`src/rtl/mmio_led_ctrl.sv`:
```
// mmio_led_ctrl: memory-mapped LED controller on the data-memory bus.
// Each channel is driven directly, by PWM, by blinking or by inverted PWM.
// A shared prescaler sets the PWM time base. Duty values pass through a shadow
// register so that a new duty only takes effect on a PWM period boundary.
module mmio_led_ctrl #(
    parameter int          NUM_LED    = 8,
    parameter int          PWM_BITS   = 8,
    parameter int          PRESC_BITS = 16,
    parameter logic [31:0] BASE_ADDR  = 32'h0000_0100
) (
    input  logic               clk,
    input  logic               reset,
    input  logic               we,
    input  logic [31:0]        a,
    input  logic [31:0]        wd,
    output logic [31:0]        rd,
    output logic               hit,
    output logic [NUM_LED-1:0] led
);

    localparam logic [PWM_BITS-1:0] PWM_MAX = '1;
    localparam int                  MODE_W  = 2 * NUM_LED;

    logic [3:0]            off;
    logic                  wr;
    logic                  prst;
    logic                  tick;
    logic                  wrap;
    logic                  load_shadow;

    logic                  en;
    logic [PRESC_BITS-1:0] presc;
    logic [NUM_LED-1:0]    direct;
    logic [MODE_W-1:0]     mode;
    logic [7:0]            blink;
    logic [PWM_BITS-1:0]   duty    [NUM_LED];
    logic [PWM_BITS-1:0]   dshadow [NUM_LED];

    logic [PRESC_BITS-1:0] presc_cnt;
    logic [PWM_BITS-1:0]   pwm_cnt;
    logic [7:0]            blink_cnt;
    logic                  blink_phase;
    logic [NUM_LED-1:0]    led_nxt;

    // Byte-lane bits of the address and the high data bits have no function here.
    logic                  unused_bits;

    assign off         = a[5:2];
    assign hit         = (a[31:6] == BASE_ADDR[31:6]);
    assign wr          = we && hit;
    assign prst        = wr && (off == 4'h0) && wd[1];
    // The >= compare means lowering PRESC below presc_cnt ticks on the next cycle.
    assign tick        = en && (presc_cnt >= presc);
    assign wrap        = tick && (pwm_cnt == PWM_MAX);
    // A PRST pulse restarts the period, so it also suppresses the boundary load.
    assign load_shadow = !en || (wrap && !prst);
    assign unused_bits = ^{a[1:0], wd};

    // Software-visible registers, written when the bus strobes this window.
    always_ff @(posedge clk or negedge reset) begin
        if (!reset) begin
            en     <= 1'b0;
            presc  <= '0;
            direct <= '0;
            mode   <= '0;
            blink  <= '0;
            for (int i = 0; i < NUM_LED; i++) duty[i] <= '0;
        end else if (wr) begin
            case (off)
                4'h0:    en     <= wd[0];
                4'h1:    presc  <= wd[PRESC_BITS-1:0];
                4'h2:    direct <= wd[NUM_LED-1:0];
                4'h3:    mode   <= wd[MODE_W-1:0];
                4'h4:    blink  <= wd[7:0];
                default: ;
            endcase
            for (int i = 0; i < NUM_LED; i++) begin
                if (off == 4'(8 + i)) duty[i] <= wd[PWM_BITS-1:0];
            end
        end
    end

    // Prescaler, PWM counter and blink state; held at zero while disabled or on PRST.
    always_ff @(posedge clk or negedge reset) begin
        if (!reset) begin
            presc_cnt   <= '0;
            pwm_cnt     <= '0;
            blink_cnt   <= '0;
            blink_phase <= 1'b0;
        end else if (prst || !en) begin
            presc_cnt   <= '0;
            pwm_cnt     <= '0;
            blink_cnt   <= '0;
            blink_phase <= 1'b0;
        end else begin
            if (tick) begin
                presc_cnt <= '0;
                pwm_cnt   <= pwm_cnt + 1'b1;
            end else begin
                presc_cnt <= presc_cnt + 1'b1;
            end
            if (wrap) begin
                if (blink_cnt == blink) begin
                    blink_cnt   <= '0;
                    blink_phase <= ~blink_phase;
                end else begin
                    blink_cnt <= blink_cnt + 1'b1;
                end
            end
        end
    end

    // Duty shadows track DUTY while disabled, otherwise reload only at period end.
    always_ff @(posedge clk or negedge reset) begin
        if (!reset) begin
            for (int i = 0; i < NUM_LED; i++) dshadow[i] <= '0;
        end else if (load_shadow) begin
            for (int i = 0; i < NUM_LED; i++) dshadow[i] <= duty[i];
        end
    end

    // Per-channel output selection; a disabled controller shows DIRECT.
    always_comb begin
        led_nxt = direct;
        if (en) begin
            for (int i = 0; i < NUM_LED; i++) begin
                case (mode[2*i +: 2])
                    2'b00:   led_nxt[i] = direct[i];
                    2'b01:   led_nxt[i] = (pwm_cnt < dshadow[i]);
                    2'b10:   led_nxt[i] = direct[i] & blink_phase;
                    default: led_nxt[i] = !(pwm_cnt < dshadow[i]);
                endcase
            end
        end
    end

    // LED output register.
    always_ff @(posedge clk or negedge reset) begin
        if (!reset) led <= '0;
        else        led <= led_nxt;
    end

    // Zero-latency read mux; PRST is write-only and unlisted offsets read 0.
    always_comb begin
        rd = '0;
        if (hit) begin
            case (off)
                4'h0:    rd = {31'b0, en};
                4'h1:    rd = 32'(presc);
                4'h2:    rd = 32'(direct);
                4'h3:    rd = 32'(mode);
                4'h4:    rd = {24'b0, blink};
                default: begin
                    for (int i = 0; i < NUM_LED; i++) begin
                        if (off == 4'(8 + i)) rd = 32'(duty[i]);
                    end
                end
            endcase
        end
    end

endmodule

```
`config.mk`:
```
export PLATFORM = sky130hd
export DESIGN_NAME = mmio_led_ctrl
export DESIGN_NICKNAME = d
export VERILOG_FILES = /design/src/rtl/mmio_led_ctrl.sv
export SDC_FILE = /design/constraint.sdc
export NUM_CORES = 1
export LEC_CHECK = 0
export CAP_MARGIN = 10
export CORE_ASPECT_RATIO = 2
export CORE_MARGIN = 2
export CORE_UTILIZATION = 40
export CTS_CLUSTER_DIAMETER = 30
export DETAILED_ROUTE_END_ITERATION = 16
export PLACE_DENSITY_LB_ADDON = 0.08
export SYNTH_ARGS = -nofsm -noshare
export SYNTH_HDL_FRONTEND = slang
export SYNTH_SLANG_ARGS = --single-unit
```
`constraint.sdc`:
```
create_clock -name clk -period 3.8 [get_ports clk]
set_input_delay 0.76 -clock clk [delete_from_list [all_inputs] [get_ports clk]]
set_output_delay 0.76 -clock clk [all_outputs]
set_load 0.03 [all_outputs]
```
## Yosys cells after proc, flatten, opt, wreduce, memory -nomap -nowiden

Index checks and enable logic that the tools add are counted.

| cells by class | value |
|---|---|
| add/subtract/negate cells | 3 |
| magnitude comparators | 9 |
| equality and inequality tests | 31 |
| mux-type cells | 29 |
| bitwise operators | 9 |
| reductions and logical operators | 44 |

Operators by type and width:

| kind | number |
|---|---|
| 32-bit two-way mux | 8 |
| 32-bit case mux with 5 select lines | 1 |
| 8-bit < comparator | 8 |
| 8-bit two-way mux | 7 |
| 4-bit == test (second input constant) | 8 |
| 16-bit two-way mux | 2 |
| 2-bit AND reduction | 14 |
| 26-bit by 3-bit == test with 1-bit output (second input constant) | 1 |
| 1-bit case mux with 3 select lines | 8 |
| 16-bit by 1-bit adder with 16-bit output (second input constant) | 1 |
| 8-bit by 1-bit adder with 8-bit output (second input constant) | 2 |
| 2-bit by 1-bit == test with 1-bit output (second input constant) | 8 |
| 2-bit == test (second input constant) | 8 |
| 16-bit >= comparator | 1 |
| 2-bit zero test | 8 |
| 1-bit zero test | 10 |
| 1-bit AND | 8 |
| 4-bit by 2-bit == test with 1-bit output (second input constant) | 2 |
| 8-bit == test | 1 |
| 8-bit == test (second input constant) | 1 |
| 1-bit logical AND | 6 |
| 2-bit nonzero test | 3 |
| 4-bit by 1-bit == test with 1-bit output (second input constant) | 1 |
| 4-bit by 3-bit == test with 1-bit output (second input constant) | 1 |
| 4 further kinds | 7 |

| word-level totals | value |
|---|---|
| bits in registers | 218 |
| output and inout bits | 41 |
| logic and storage cells | 151 |

## Logic depth before layout (Yosys ltp)

| logic depth | value |
|---|---|
| depth after elaboration | 11 |
| mapped depth | 10 |
| depth with buffers taken out | 8 |

## Least setup slack after synthesis

No wires, ideal clock.

| timing | value |
|---|---|
| path type | input -> output |
| from | input port a[5] |
| to | output port rd[5] |
| arrival time | 2994 ps |
| required time | 3040 ps |
| setup slack | 46 ps |
| cell stages on the path | 7 |
| buffers on the path | 3 |
| cell sequence | buf_2 -> or2_2 -> clkbuf_1 -> nor3_1 -> clkbuf_1 -> a211oi_1 -> a311oi_1 |

| on the way | value |
|---|---|
| longest elaborated chain between the ends | 11 |

Ends and longest elaborated chain:

| what | line | text |
|---|---|---|
| start, declared | 14 | `input logic [31:0] a,` |
| 4-bit == test | 155 | `if (off == 4'(8 + i)) rd = 32'(duty[i]);` |
| 8-bit two-way mux | 155 |  |
| 32-bit two-way mux (7 in a row) | 155 |  |
| 32-bit case mux with 5 select lines (*) | 147 | `case (off)` |
| 32-bit two-way mux (*) | 146 | `if (hit) begin` |
| end, declared | 16 | `output logic [31:0] rd,` |

Every way passes the cells marked *; elsewhere a longest branch is shown, timed or not.

## Final worst setup path

| timing | value |
|---|---|
| from | input port a[13] |
| to | output port rd[0] |

| on the way | value |
|---|---|
| longest elaborated chain between the ends | 2 |

Ends and longest elaborated chain:

| what | line | text |
|---|---|---|
| 26-bit by 3-bit == test with 1-bit output | 49 | `assign hit = (a[31:6] == BASE_ADDR[31:6]);` |
| 32-bit two-way mux | 146 |  |

No other way between the ends.

==> impl_metrics.yaml <==
setup_path:
  critPathRequiredTime_ps: 3040
  critical-path-max-stage-delay_ps: 450
  endpoint_kind: "output pin"
  cp_data_arrival_time_ps: 2950
  slowest_stage: "a221oi_1"
  crit_top_cell: "buf_4"
  startpoint_type: "primary input"
  r2r_start: "presc_cnt[13]"
  path_max_fanout: 8
  crit_chain: "clkdlybuf4s50_1 > nor4_1 > and4_1 > nand2_2 > buf_4 > a221oi_1 > buf_4"
  critical_path_class: "primary input to output pin"
  reg2regPathDepth: 7
  r2r-end: "dshadow[24]"
  r2r_slack_ps: 670
sta:
  setup_tns_ps: 0
  setup_viol_count_final: 0
  relSlewSlack_pct: 39.45
  rsz0062_at_grt: "false"
  fin_worst_skew_ps: 19.86
  fin_crit_ps: 3706
  worstMarginPinSlew_ps: 905.5
  timing.fmax_ghz: 0.2698
  final-hold-violation-count: 0
  finalCritPeriodShare_pct: 97.53
  drv_slew: 0
placement:
  place_congestion: 0.9250
  place.port_buffers: 73
  dp_hpwl_um: 28500
cts:
  path_clk_slew_ps: 50
  ctsResizeCount: 0
  cts.path.max_buffers: 3
  ctsHtreeMaxLevel: 2
  clock-sinks: 218
  cts_buffers: 36
  cts_hold_buffers: 0
  cts_setup_buffers: 0
  cts_tree: "built"
  clockRootBuffer: "clkbuf_16"
  clock_latency_ps: 530
power_and_ir_drop:
  power_mw: 5.907
  pwr_density_cell_nw_per_um2: 405.6
  leakagePower_nw: 6.730
  ir_worst_vdd_mv: 0.3712
drt:
  drc_errors: 0
  ant_nets: 0
  post_drt_wl_per_cell_um: 23.65
  vias_per_cell: 5.585
  vias: 8892
  drt-pass1-iter-count: 5
  first_iter_violations: 502
  routed_wl_um: 37660
worst_hold_path:
  min_path_type: "primary input to async pin"
logic_synthesis:
  synth_top_area_share_pct: 45.85
  yosysWarnings: 0
  synth_cell_types: 66
  syn-cell-area_um2: 11900
  yosysSeqAreaShare_pct: 45.85
  synth_edf_count: 0
  ys.flop_type: "dfrtp_1"
  synth.area.top_cells: "dfrtp_1 46%, mux2_2 14%, ha_1 7.9%"
  yosysTopAreaCell: "dfrtp_1"
  postSynthCellCount: 1078
  ys_ff_latch: 218
  syn_avg_cell_area_um2: 11.04
  synthArstFlopShare_pct: 100.0
global_route:
  grt_max_degree: 83
  overflow: 0
  antenna_found_initial: 0
  grt_pass1_vias: 9200
  track_usage_pct: 24.71
  grt_pass1_wl_um: 57410
layout:
  drive_above_1_share_pct: 25.00
  antennaDiodeCount: 0
  synthToLayoutAreaGrowth_pct: 22.40
  final_nets: 1343
die:
  core-area_um2: 29400
  rows: 89
  start_util_pct: 40.47
  pin_count: 108
  die_width_um: 126.0
  die_y_um: 247.9
  die_area_um2: 31230
flow_run:
  cap_violations: 0
status:
  outcome: "finished clean"
-- power breakdown --
group | switching (mW) | total [mW] | leakage [nW] | internal [mW]
clock | 1.18 | 3.34 | 0.599 | 2.16
combinational | 0.166 | 0.245 | 3.20 | 0.0793
sequential | 0.0000000621 | 2.32 | 2.93 | 2.32
-- synth_stat cells (8+ instances only) --
library cell,n
dfrtp_1,218
inv_1,90
nand4_1,16
o21ai_0,48
a21o_1,11
and3_1,9
xnor2_1,19
ha_1,75
clkbuf_1,26
o2111ai_1,10
a2111oi_0,8
a21oi_1,43
nand3_1,25
mux2_1,15
a22oi_1,18
nand2_1,51
mux2i_1,12
a211oi_1,19
buf_4,16
nor3_1,10
mux2_2,146
or3_1,11
nor2_1,58
o211ai_1,9
nand2b_1,14
-- worst max path at each step --
stage                  to  slack (ps)   from  depth (start not counted)
global route        rd[1]           1   a[5]                         10
floorplan           rd[5]          50   a[5]                          7
CTS                 rd[0]          50   a[2]                          7
finish              rd[0]          90  a[13]                          7
global placement    rd[3]         100   a[2]                          7
detailed placement  rd[0]          50   a[2]                          7
-- cells in the final DEF (no fill, tap or decap), types with 5 or more instances in the layout --
| cell type | instances |
|---|---|
| a21o_1 | 11 |
| dfrtp_1 | 218 |
| a22oi_1 | 18 |
| o211ai_1 | 9 |
| nor2_1 | 57 |
| nand3_1 | 25 |
| clkinv_2 | 7 |
| buf_4 | 62 |
| o2111ai_1 | 10 |
| inv_1 | 90 |
| conb_1 | 16 |
| a2111oi_0 | 8 |
| ha_1 | 75 |
| clkbuf_8 | 5 |
| or3_1 | 11 |
| mux4_2 | 5 |
| and3_1 | 9 |
| mux2i_1 | 12 |
| a211oi_1 | 19 |
| o31ai_1 | 7 |
| nor3_1 | 8 |
| nand2b_1 | 14 |
| xor2_1 | 7 |
| buf_12 | 10 |
| o21ai_0 | 48 |
| o22ai_1 | 5 |
| nor3_2 | 7 |
| nand4_1 | 16 |
| mux2_2 | 146 |
| mux2_1 | 15 |
| xnor2_1 | 19 |
| clkbuf_16 | 37 |
| nand2_1 | 51 |
| a21oi_1 | 43 |
| nor4_1 | 5 |
| clkdlybuf4s50_1 | 54 |
-- sequential cells by signal, summed over array words and instances, names as in the netlist, 16 cells and up --
name and count:
presc_cnt 16, duty 64, dshadow 64, presc 16, mode 16
-- kinds of logic after synthesis --
kind of cell | Yosys count | synth area share [%]
xor+xnor | 26 | 1.914
mux | 178 | 17.19
flops | 218 | 45.85
other cells | 1 | 0.03152
simple gates | 224 | 9.611
buf+inv | 149 | 5.657
compound gates | 207 | 11.86
fa+ha+maj | 75 | 7.886
-- cell type report --
class,count,area (um^2)
tap,364,455.4
clock inverter,19,220.2
inverter,91,341.6
multi-input combinational,726,5848
sequential,218,5455
clock buffer,46,1010
timing repair buffer,128,1234
fill,2810,14830
-- per-layer routing --
| layer | part of all wire, % | wire length [um] | GRT usage [%] | vias to the layer above |
|---|---|---|---|---|
| li1 | - | - | - | 4137 |
| met1 | 36 | 13570 | 26.33 | 4471 |
| met2 | 56 | 21040 | 47.12 | 199 |
| met3 | 3.3 | 1244 | 3.514 | 85 |
| met4 | 4.8 | 1811 | 11.93 | 0 |
| met5 | 0 | 0 | 0 | - |
-- metrics by stage --
| stage | util [%] | cells | hold slack, ps | worst slack (ps) | cell area [um^2] |
|---|---|---|---|---|---|
| 2_1_floorplan | - | 1093 | 458.1 | 45.83 | 11960 |
| 3_3_place_gp | 45.29 | 1527 | 470.6 | 95.45 | 13320 |
| 3_5_place_dp | 45.29 | 1527 | 474.7 | 51.18 | 13320 |
| 4_1_cts | 49.48 | 1592 | 254.3 | 48.08 | 14550 |
| 5_1_grt | 49.54 | 1592 | 276.2 | 1.135 | 14560 |
| 6_report | 49.54 | 1592 | 227.5 | 93.88 | 14560 |
-- critical path: cells and delay by family --
family | cells | cell delay [ps]
buffers and inverters | 3 | 830
AO/OA/AOI/OAI | 1 | 450
AND/OR/NAND/NOR | 3 | 900
Note: power is estimated with default switching activity, not from simulation.
